`src/rtl/uart_pkg.sv`:
```
// Shared definitions for the UART loopback buffer: mode encodings, transmit FSM states
// and a saturating counter helper.
package uart_pkg;

    localparam logic [1:0] MODE_STREAM = 2'd0;
    localparam logic [1:0] MODE_LINE   = 2'd1;
    localparam logic [1:0] MODE_PAUSE  = 2'd2;
    localparam logic [1:0] MODE_FLUSH  = 2'd3;

    typedef enum logic [2:0] {
        ST_IDLE      = 3'd0,
        ST_POP       = 3'd1,
        ST_SEND      = 3'd2,
        ST_WAIT_BUSY = 3'd3,
        ST_WAIT_DONE = 3'd4
    } tx_state_e;

    function automatic logic [7:0] sat_inc8(input logic [7:0] value);
        return (value == 8'hFF) ? value : value + 8'd1;
    endfunction

endpackage

```
`src/rtl/sync_fifo.sv`:
```
// Single-clock FIFO with registered read data, registered level/full/empty/almost-full
// flags and a synchronous clear that empties it.
module sync_fifo #(
    parameter int P_WIDTH = 8,
    parameter int P_DEPTH = 64,
    parameter int P_AFULL = 48,
    localparam int AW = $clog2(P_DEPTH),
    localparam int LW = AW + 1
) (
    input  logic               clk,
    input  logic               rst_n,
    input  logic               clr,
    input  logic               wr_en,
    input  logic [P_WIDTH-1:0] wr_data,
    input  logic               rd_en,
    output logic [P_WIDTH-1:0] rd_data,
    output logic [LW-1:0]      level,
    output logic               full,
    output logic               empty,
    output logic               afull
);

    logic [P_WIDTH-1:0] mem_r [P_DEPTH];
    logic [AW-1:0]      wr_ptr_r;
    logic [AW-1:0]      rd_ptr_r;
    logic [LW-1:0]      level_r;
    logic [LW-1:0]      level_next_s;
    logic               full_r;
    logic               empty_r;
    logic               afull_r;
    logic [P_WIDTH-1:0] rd_data_r;
    logic               wr_do_s;
    logic               rd_do_s;

    // Full/empty are the registered flags, so a pop cannot make room for a same-cycle write.
    assign wr_do_s = wr_en && !full_r && !clr;
    assign rd_do_s = rd_en && !empty_r && !clr;

    // Next occupancy from the accepted write/read pair.
    always_comb begin
        level_next_s = level_r;
        if (clr) begin
            level_next_s = {LW{1'b0}};
        end else begin
            case ({wr_do_s, rd_do_s})
                2'b10:   level_next_s = level_r + LW'(1);
                2'b01:   level_next_s = level_r - LW'(1);
                default: level_next_s = level_r;
            endcase
        end
    end

    // Storage array, written only on an accepted push.
    always_ff @(posedge clk) begin
        if (wr_do_s) begin
            mem_r[wr_ptr_r] <= wr_data;
        end
    end

    // Pointers, status flags and registered read data.
    always_ff @(posedge clk or negedge rst_n) begin
        if (!rst_n) begin
            wr_ptr_r  <= {AW{1'b0}};
            rd_ptr_r  <= {AW{1'b0}};
            level_r   <= {LW{1'b0}};
            full_r    <= 1'b0;
            empty_r   <= 1'b1;
            afull_r   <= 1'b0;
            rd_data_r <= {P_WIDTH{1'b0}};
        end else begin
            if (clr) begin
                wr_ptr_r <= {AW{1'b0}};
                rd_ptr_r <= {AW{1'b0}};
            end else begin
                if (wr_do_s) begin
                    wr_ptr_r <= wr_ptr_r + AW'(1);
                end
                if (rd_do_s) begin
                    rd_ptr_r  <= rd_ptr_r + AW'(1);
                    rd_data_r <= mem_r[rd_ptr_r];
                end
            end
            level_r <= level_next_s;
            full_r  <= (level_next_s == LW'(P_DEPTH));
            empty_r <= (level_next_s == {LW{1'b0}});
            afull_r <= (level_next_s >= LW'(P_AFULL));
        end
    end

    assign rd_data = rd_data_r;
    assign level   = level_r;
    assign full    = full_r;
    assign empty   = empty_r;
    assign afull   = afull_r;

endmodule

```
`src/rtl/uart_loopback_buffer.sv`:
```
// Receive-to-transmit loopback buffer: FIFO plus mode-dependent send control, line
// counting, RTS flow control and drop statistics.
module uart_loopback_buffer
    import uart_pkg::*;
#(
    parameter int                    P_DATA_WIDTH = 8,
    parameter int                    P_DEPTH      = 64,
    parameter int                    P_AFULL      = 48,
    parameter logic [P_DATA_WIDTH-1:0] P_EOL      = 8'h0A,
    localparam int                   LW           = $clog2(P_DEPTH) + 1
) (
    input  logic                    i_clk,
    input  logic                    i_rst_n,
    input  logic [P_DATA_WIDTH-1:0] i_rx_data,
    input  logic                    i_rx_valid,
    output logic [P_DATA_WIDTH-1:0] o_tx_data,
    output logic                    o_tx_valid,
    input  logic                    i_tx_ready,
    input  logic [1:0]              i_mode,
    input  logic                    i_clr_stat,
    output logic [LW-1:0]           o_level,
    output logic                    o_full,
    output logic                    o_empty,
    output logic                    o_rts_n,
    output logic                    o_overflow,
    output logic [7:0]              o_drop_cnt
);

    tx_state_e               state_r;
    tx_state_e               next_state_s;
    logic                    tx_valid_r;
    logic [LW-1:0]           line_cnt_r;
    logic                    overflow_r;
    logic [7:0]              drop_cnt_r;
    logic [P_DATA_WIDTH-1:0] rd_data_s;
    logic [LW-1:0]           level_s;
    logic                    full_s;
    logic                    empty_s;
    logic                    afull_s;
    logic                    wr_try_s;
    logic                    wr_ok_s;
    logic                    drop_s;
    logic                    flush_clr_s;
    logic                    rd_en_s;
    logic                    go_s;
    logic                    line_inc_s;
    logic                    line_dec_s;

    assign wr_try_s    = i_rx_valid && (i_mode != MODE_FLUSH);
    assign wr_ok_s     = wr_try_s && !full_s;
    assign drop_s      = wr_try_s && full_s;
    // Flush waits for IDLE so a byte already being sent is never cut short.
    assign flush_clr_s = (state_r == ST_IDLE) && (i_mode == MODE_FLUSH);
    assign rd_en_s     = (state_r == ST_POP);
    assign line_inc_s  = wr_ok_s && (i_rx_data == P_EOL);
    assign line_dec_s  = (state_r == ST_SEND) && (rd_data_s == P_EOL);

    sync_fifo #(
        .P_WIDTH (P_DATA_WIDTH),
        .P_DEPTH (P_DEPTH),
        .P_AFULL (P_AFULL)
    ) u_fifo (
        .clk     (i_clk),
        .rst_n   (i_rst_n),
        .clr     (flush_clr_s),
        .wr_en   (wr_ok_s),
        .wr_data (i_rx_data),
        .rd_en   (rd_en_s),
        .rd_data (rd_data_s),
        .level   (level_s),
        .full    (full_s),
        .empty   (empty_s),
        .afull   (afull_s)
    );

    // Send permission per mode; a full FIFO in line mode is released to avoid deadlock.
    always_comb begin
        go_s = 1'b0;
        case (i_mode)
            MODE_STREAM: go_s = !empty_s;
            MODE_LINE:   go_s = !empty_s && ((line_cnt_r != {LW{1'b0}}) || full_s);
            default:     go_s = 1'b0;
        endcase
    end

    // Transmit FSM next-state logic.
    always_comb begin
        next_state_s = state_r;
        case (state_r)
            ST_IDLE: begin
                if (go_s && i_tx_ready) begin
                    next_state_s = ST_POP;
                end else begin
                    next_state_s = state_r;
                end
            end
            ST_POP:  next_state_s = ST_SEND;
            ST_SEND: next_state_s = ST_WAIT_BUSY;
            ST_WAIT_BUSY: begin
                if (!i_tx_ready) begin
                    next_state_s = ST_WAIT_DONE;
                end else begin
                    next_state_s = state_r;
                end
            end
            ST_WAIT_DONE: begin
                if (i_tx_ready) begin
                    next_state_s = ST_IDLE;
                end else begin
                    next_state_s = state_r;
                end
            end
            default: next_state_s = ST_IDLE;
        endcase
    end

    // FSM state and registered transmit strobe.
    always_ff @(posedge i_clk or negedge i_rst_n) begin
        if (!i_rst_n) begin
            state_r    <= ST_IDLE;
            tx_valid_r <= 1'b0;
        end else begin
            state_r    <= next_state_s;
            tx_valid_r <= (next_state_s == ST_SEND);
        end
    end

    // Count of complete lines held in the FIFO.
    always_ff @(posedge i_clk or negedge i_rst_n) begin
        if (!i_rst_n) begin
            line_cnt_r <= {LW{1'b0}};
        end else if (flush_clr_s) begin
            line_cnt_r <= {LW{1'b0}};
        end else if (line_inc_s && !line_dec_s) begin
            line_cnt_r <= line_cnt_r + LW'(1);
        end else if (line_dec_s && !line_inc_s) begin
            line_cnt_r <= line_cnt_r - LW'(1);
        end
    end

    // Drop statistics; clearing wins over a coincident drop.
    always_ff @(posedge i_clk or negedge i_rst_n) begin
        if (!i_rst_n) begin
            overflow_r <= 1'b0;
            drop_cnt_r <= 8'd0;
        end else if (i_clr_stat) begin
            overflow_r <= 1'b0;
            drop_cnt_r <= 8'd0;
        end else if (drop_s) begin
            overflow_r <= 1'b1;
            drop_cnt_r <= sat_inc8(drop_cnt_r);
        end
    end

    assign o_tx_data  = rd_data_s;
    assign o_tx_valid = tx_valid_r;
    assign o_level    = level_s;
    assign o_full     = full_s;
    assign o_empty    = empty_s;
    assign o_rts_n    = afull_s;
    assign o_overflow = overflow_r;
    assign o_drop_cnt = drop_cnt_r;

endmodule

```
`config.mk`:
```
export PLATFORM = sky130hd
export DESIGN_NAME = uart_loopback_buffer
export DESIGN_NICKNAME = d
export VERILOG_FILES = /design/src/rtl/uart_pkg.sv /design/src/rtl/sync_fifo.sv /design/src/rtl/uart_loopback_buffer.sv
export SDC_FILE = /design/constraint.sdc
export NUM_CORES = 1
export LEC_CHECK = 0
export CAP_MARGIN = 20
export CORE_MARGIN = 5
export CORE_UTILIZATION = 28
export DETAILED_ROUTE_END_ITERATION = 10
export GPL_TIMING_DRIVEN = 0
export MAX_ROUTING_LAYER = met4
export RECOVER_POWER = 100
export SYNTH_ARGS = -nofsm -noshare
export SYNTH_HDL_FRONTEND = slang
export SYNTH_SLANG_ARGS = --single-unit
```
`constraint.sdc`:
```
create_clock -name i_clk -period 3.35 [get_ports i_clk]
set_input_delay 0.67 -clock i_clk [delete_from_list [all_inputs] [get_ports i_clk]]
set_output_delay 0.67 -clock i_clk [all_outputs]
set_load 0.01 [all_outputs]
```
# Yosys cells after proc, flatten, opt, wreduce, memory -nomap -nowiden
# Memories as Yosys holds them, arrays and structs flattened. A register that Yosys moved wholly into a read port is not among the register bits.
# Index checks and enable logic that the tools add are counted.
word_totals:
  ramBits: 512
  input_bits: 15
  mem_count: 1
  out_inout_bits: 28
  ff_bits: 42
op_classes:
  addsub: 7
  reduce_logical: 31
  mux: 21
  n_bitwise: 1
  eq_ne: 15
  n_lt_le_gt_ge: 1
mem_list:
  columns: ["name", "depth", "width", "rd", "rd_clocked_by_memory_dff", "wr", "line_no", "rtl"]
  rows:
  - ["u_fifo.mem_r", 64, 8, 1, 1, 1, "sync_fifo.sv:23", "logic [P_WIDTH-1:0] mem_r [P_DEPTH];"]
op_table:
  columns: ["op", "n"]
  rows:
  - ["$mux W7", 4]
  - ["$mux W6", 4]
  - ["$mux W8", 3]
  - ["$eq A8 B4 Y1 const B", 2]
  - ["$pmux W3 S5", 1]
  - ["$add A7 B1 Y7 const B", 2]
  - ["$logic_and A1 B1 Y1", 14]
  - ["$pmux W7 S2", 1]
  - ["$sub A7 B1 Y7 const B", 2]
  - ["$add A6 B1 Y6 const B", 2]
  - ["$eq A3 B2 Y1 const B", 3]
  - ["$mux W3", 3]
  - ["$add A8 B1 Y8 const B", 1]
  - ["$eq A8 B8 Y1 const B", 1]
  - ["$eq A7 B7 Y1 const B", 1]
  - ["$ge A7 B6 Y1 const B", 1]
  - ["$logic_not A7 Y1", 1]
  - ["$reduce_bool A7 Y1", 1]
  - ["$logic_not A1 Y1", 6]
  - ["$reduce_bool A2 Y1", 3]
  - ["$eq A2 B1 Y1 const B", 2]
  - ["$eq A2 B2 Y1 const B", 2]
  - ["$mux W1", 4]
  - ["$ne A2 B2 Y1 const B", 2]
  - ["9 further kinds", 10]

# Longest topological paths before layout
depth:
  ltp_word: 9
  depth_mapped: 15

# Cells and area by module
# From an unflattened synthesis, not the netlist that was laid out.
unflattened:
  cells_unflattened: 1243
  hier_area_um2: 22880.7
by_module_without_submodules:
  columns: ["module", "cells_each", "area_each_um2", "instances"]
  rows:
  - ["sync_fifo", 1107, 21563.2, 1]
  - ["uart_loopback_buffer", 136, 1317.5, 1]

# Least setup slack after synthesis
# No wires, ideal clock.
synth_path:
  path_kind: "input to register"
  from: "in i_mode[0]"
  to: "reg u_fifo.empty_r, in the netlist u_fifo.empty"
  cell_stages: 14
  arrival_ns: 3.097
  slack_ns: 0.181
  setup_ns: 0.072
  cell_sequence: "nand2_1 -> and3b_1 -> buf_2 -> inv_1 -> ha_1 -> buf_2 -> xor2_1 -> ha_1 -> a31oi_1 -> or2_2 -> a211oi_1 -> xnor2_1 -> o2111ai_1 -> o21ai_1"
synth_via:
  elab_chain_len: 9
  elab_cells_between_ends: 14
  classes_between: "eq/ne (4); mux (2); reduce/logical (8)"
synth_lines:
  columns: ["item", "line_no", "rtl"]
  rows:
  - ["from (decl)", "uart_loopback_buffer.sv:19", "input logic [1:0] i_mode,"]
  - ["$ne A2 B2 Y1", "uart_loopback_buffer.sv:49", "assign wr_try_s = i_rx_valid && (i_mode != MODE_FLUSH);"]
  - ["$logic_and A1 B1 Y1", "uart_loopback_buffer.sv:49", null]
  - ["$logic_and A1 B1 Y1", "uart_loopback_buffer.sv:50", "assign wr_ok_s = wr_try_s && !full_s;"]
  - ["$logic_and A1 B1 Y1 (2 in a row)", "sync_fifo.sv:36", "assign wr_do_s = wr_en && !full_r && !clr;"]
  - ["$eq A2 B1 Y1 or $eq A2 B2 Y1 (tied branches)", "sync_fifo.sv:45", "case ({wr_do_s, rd_do_s})"]
  - ["$pmux W7 S2", "sync_fifo.sv:45", null]
  - ["$mux W7 (*)", "sync_fifo.sv:42", "if (clr) begin"]
  - ["$logic_not A7 Y1 (*)", "sync_fifo.sv:85", "empty_r <= (level_next_s == {LW{1'b0}});"]
  - ["to (signal assigned)", "sync_fifo.sv:85", null]
  - ["to (decl)", "sync_fifo.sv:29", "logic empty_r;"]
# Every way passes the cells marked *; elsewhere a longest branch is shown, timed or not.
# A chain may end at the register's enable or synchronous reset.

# Worst setup path in the final report
layout_path:
  from: "in i_mode[0]"
  to: "mem u_fifo.mem_r[7][4] (enable)"
layout_via:
  elab_chain_len: 7
  elab_cells_between_ends: 10
  classes_between: "eq/ne (2); mux (2); reduce/logical (6)"
layout_lines:
  columns: ["item", "line_no", "rtl"]
  rows:
  - ["$ne A2 B2 Y1", "uart_loopback_buffer.sv:49", null]
  - ["$logic_and A1 B1 Y1", "uart_loopback_buffer.sv:49", null]
  - ["$logic_and A1 B1 Y1", "uart_loopback_buffer.sv:50", null]
  - ["$logic_and A1 B1 Y1", "sync_fifo.sv:36", null]
  - ["$logic_and A1 B1 Y1 (*)", "sync_fifo.sv:36", null]
  - ["$mux W1 (*)", "sync_fifo.sv:55", "if (wr_do_s) begin"]
  - ["$mux W1 (not written as such) (*)", "sync_fifo.sv:56", "mem_r[wr_ptr_r] <= wr_data;"]
  - ["to (decl)", "sync_fifo.sv:23", null]
# Marked as above.

==> results by group <==
Route
  • Routed Antenna Nets: 0
  • Drt pass-1 iters: 5
  • Number of vias per cell: 4.86
  • DR WL/cell: 22.2 µm
  • DRT iter0 DRCs: 1,233
  • Via Count: 11,967
  • Residual DRC count: 0
  • Total wire length: 54.5 mm

Yosys
  • Most numerous cell in the Yosys netlist: edfxtp_1
  • Top cells by count, synth: 512 x edfxtp_1, 112 x mux4_2, 105 x nor2_1
  • Synth area leader: edfxtp_1
  • Post-synthesis sequential area ratio: 0.730
  • Top FF cell, synth: edfxtp_1
  • Total number of yosys warnings: 0
  • Synth cell types: 57
  • Share of flip-flops with an asynchronous set or reset: 0.0890
  • Top-area cell type share of the netlist area: 0.675
  • Syn_nets: 1,268
  • Cells after Synth: 1,241
  • Avg Cell Area, Syn: 18.4 µm²
  • Post-synthesis register bit count: 562
  • EDFF count, synth: 512
  • Synthesized area: 22,800 µm²
  • Synth area leaders: edfxtp_1 67%, mux4_2 11%, dfrtp_1 5.4%

Placed design
  • Number of port buffers: 41
  • Placer Congestion: 0.979
  • Cell area after placement: 24,700 µm²
  • Post-DP HPWL: 36.5 mm

Power and ir drop
  • Sw Share: 0.308
  • Combinational share of power: 0.295
  • Worst VDD drop: 0.000409 V
  • Total Power: 20.9 mW
  • Seq pwr share: 0.396
  • Power Density: 783 nW/µm²
  • Internal Power: 14.4 mW
  • Clk pwr share: 0.309
  • Static Leak: 8.55 nW
  • NetSw: 6.42 mW

Global routing
  • GRT Util Overall: 0.127
  • Global route total overflow: 0
  • Number of global-route vias before repair: 11,984
  • First-pass GRT wire length: 80.4 mm
  • Largest net degree at the start of global routing: 50
  • Initial antenna violation count: 1

STA
  • Relative slew slack: -0.147
  • Clock Skew: 0.0324 ns
  • WHS: 0.448 ns
  • Final setup viols: 0
  • Post-route setup TNS: 0 ns
  • Final hold viol count: 0
  • FMAX: 305 MHz
  • Slew at the pin closest to its max-slew limit: 1.72 ns
  • Final Max Slew Viols: 66
  • Fin crit period: 3.28 ns
  • Tcrit/Tclk final: 0.979
  • RSZ-0062 raised after global routing: no

Worst setup path
  • Worst path slowest cell: nor2_1
  • CP cell instances: clkdlybuf4s50_1, nand2_2, and3b_2, buf_4, nand4_1, nor2_1
  • Req. time, crit path: 3.60 ns
  • Crit. End Element: flip-flop
  • Critical path's largest stage delay: 1.04 ns
  • Critical path class: in2reg
  • Worst Setup Start Kind: input port
  • Critical Path AT: 3.53 ns
  • Crit path max fanout: 10

Job
  • Max-Cap Viols: 2

Clock tree
  • H-tree depth: 2
  • Clock sinks: 562
  • CTS tree: built
  • Number of buffers created by CTS: 54
  • Clock slew at reported path FFs: 0.06 ns
  • Clock Path Buffers: 3
  • Clock Tree Root: clkbuf_16
  • Worst-Skew Late Latency: 0.62 ns

Layout
  • FILL cells: 7,669
  • Share of layout cells above drive strength 1: 0.223
  • Post-route cell area: 26,600 µm²
  • Area Overhead vs Synth: 16.9%
  • Final net count: 1,386

Outcome
  • Failing checks: capacitance limit, slew limit
  • Status: finished, violations left

Floorplanning
  • Io pins: 43
  • Die Span Y: 295 µm
  • Starting density of the core: 0.282
  • DIE AREA: 87,200 µm²
  • Core area: 80,700 µm²
  • Die Span X: 295 µm
  • Rows: 104

Hold path
  • Hold Path Class: in2reg
-- placed cells by master (no fill, tap or decap), types with 9 or more instances in the layout --
master / n
dlygate4sd3_1: 28
xor2_1: 14
edfxtp_1: 512
nand3_1: 32
inv_1: 9
clkbuf_1: 38
a31oi_1: 10
buf_4: 19
bufinv_16: 10
o21ai_0: 22
dfrtp_1: 45
a21oi_1: 22
o22ai_1: 16
nand2_1: 42
mux2i_1: 59
mux4_2: 112
mux2_2: 33
xnor2_1: 12
ha_1: 10
clkbuf_16: 55
buf_2: 30
a211oi_1: 9
nand4_1: 9
nor2_1: 104
clkinv_1: 10
-- layout make-up --
cell class | instances | area (µm²) | share of cell area
multi-input cells | 599 | 5810 | 0.218
flip-flops and latches | 562 | 16600 | 0.624
repair buffers | 62 | 578 | 0.0217
clock inverters | 34 | 464 | 0.0174
well taps | 1060 | 1330 | 0.0498
inverters | 11 | 48.8 | 0.00183
plain buffers | 69 | 365 | 0.0137
clock buffers | 63 | 1410 | 0.0528
diodes | 1 | 2.50 | 0.0000940
-- worst paths after layout --
| path | start | cells after the start | slack (ns) | endpoint |
|---|---|---|---|---|
| setup / recovery | i_mode[0] | 6 | 0.07 | u_fifo.mem_r[7][4]$_DFFE_PP_ |
| hold / removal | i_clr_stat | 2 | 0.45 | o_drop_cnt[5]$_DFFE_PN0P_ |
| setup reg to reg | u_fifo.rd_data[3]$_DFFE_PN0P_ | 12 | 0.12 | line_cnt_r[6]$_DFFE_PN0P_ |
| hold reg to reg | o_overflow$_DFFE_PN0P_ | 2 | 0.50 | o_overflow$_DFFE_PN0P_ |
| max in group asynchronous | i_rst_n | 3 | 1.06 | u_fifo.rd_data[3]$_DFFE_PN0P_ |
| min in group asynchronous | i_rst_n | 2 | 0.69 | o_drop_cnt[1]$_DFFE_PN0P_ |
-- critical path: cells and delay by family --
| family | cells | cell delay (ns) |
|---|---|---|
| buffers and inverters | 2 | 0.67 |
| AND/OR/NAND/NOR | 4 | 2.18 |
-- logic make-up after synthesis --
logic type,Yosys count,share of synthesized area
xor gates and xnor gates,27,0.0107
muxes,204,0.153
DFF,562,0.730
adders and majority gates,12,0.00692
AOI/OAI and AO/OA,114,0.0320
buffers and inverters,80,0.0177
and+or+nand+nor,242,0.0502
-- power by group through the flow --
stage                     registers [mW]  clock network (mW)  logic [mW]
after floorplan                     8.36                   0        4.08
after global placement              8.43                   0        6.00
after detailed placement            8.42                   0        6.11
after CTS                           8.28                6.56        6.16
after global routing                8.30                6.89        6.60
final                               8.26                6.44        6.16
-- flip-flops by register name (all words and copies together) (netlist names), 3 cells and up --
| name | cells |
|---|---|
| u_fifo.wr_ptr_r | 6 |
| u_fifo.mem_r | 512 |
| o_drop_cnt | 8 |
| state_r | 3 |
| u_fifo.rd_ptr_r | 6 |
| line_cnt_r | 7 |
| u_fifo.level | 7 |
| u_fifo.rd_data | 8 |
-- timing repair --
| action | 4_1_cts | 5_1_grt |
|---|---|---|
| resized for setup | 17 | 17 |
| hold buffers | 1 | 0 |
| buffers inserted | 0 | 10 |
| pin swaps | 3 | 6 |
| endpoints found under the setup margin | 176 | 164 |
| endpoints found under the hold margin | 14 | 0 |
-- routing by layer --
layer	GRT usage	routed length (µm)	up-vias
met5	-	0	-
li1	-	-	5213
met4	0.0274	1020	0
met3	0.0299	4680	80
met1	0.176	23400	6204
met2	0.195	25400	470
-- metrics by stage --
stage	util	setup slack (ns)	cells
floorplan	-	0.181	1241
global placement	0.304	-2.16	2342
detailed placement	0.306	-1.07	2352
CTS	0.330	-0.0565	2450
global route	0.330	0.00335	2461
finish	0.330	0.0705	2461
(Power assumes the default switching activity.)
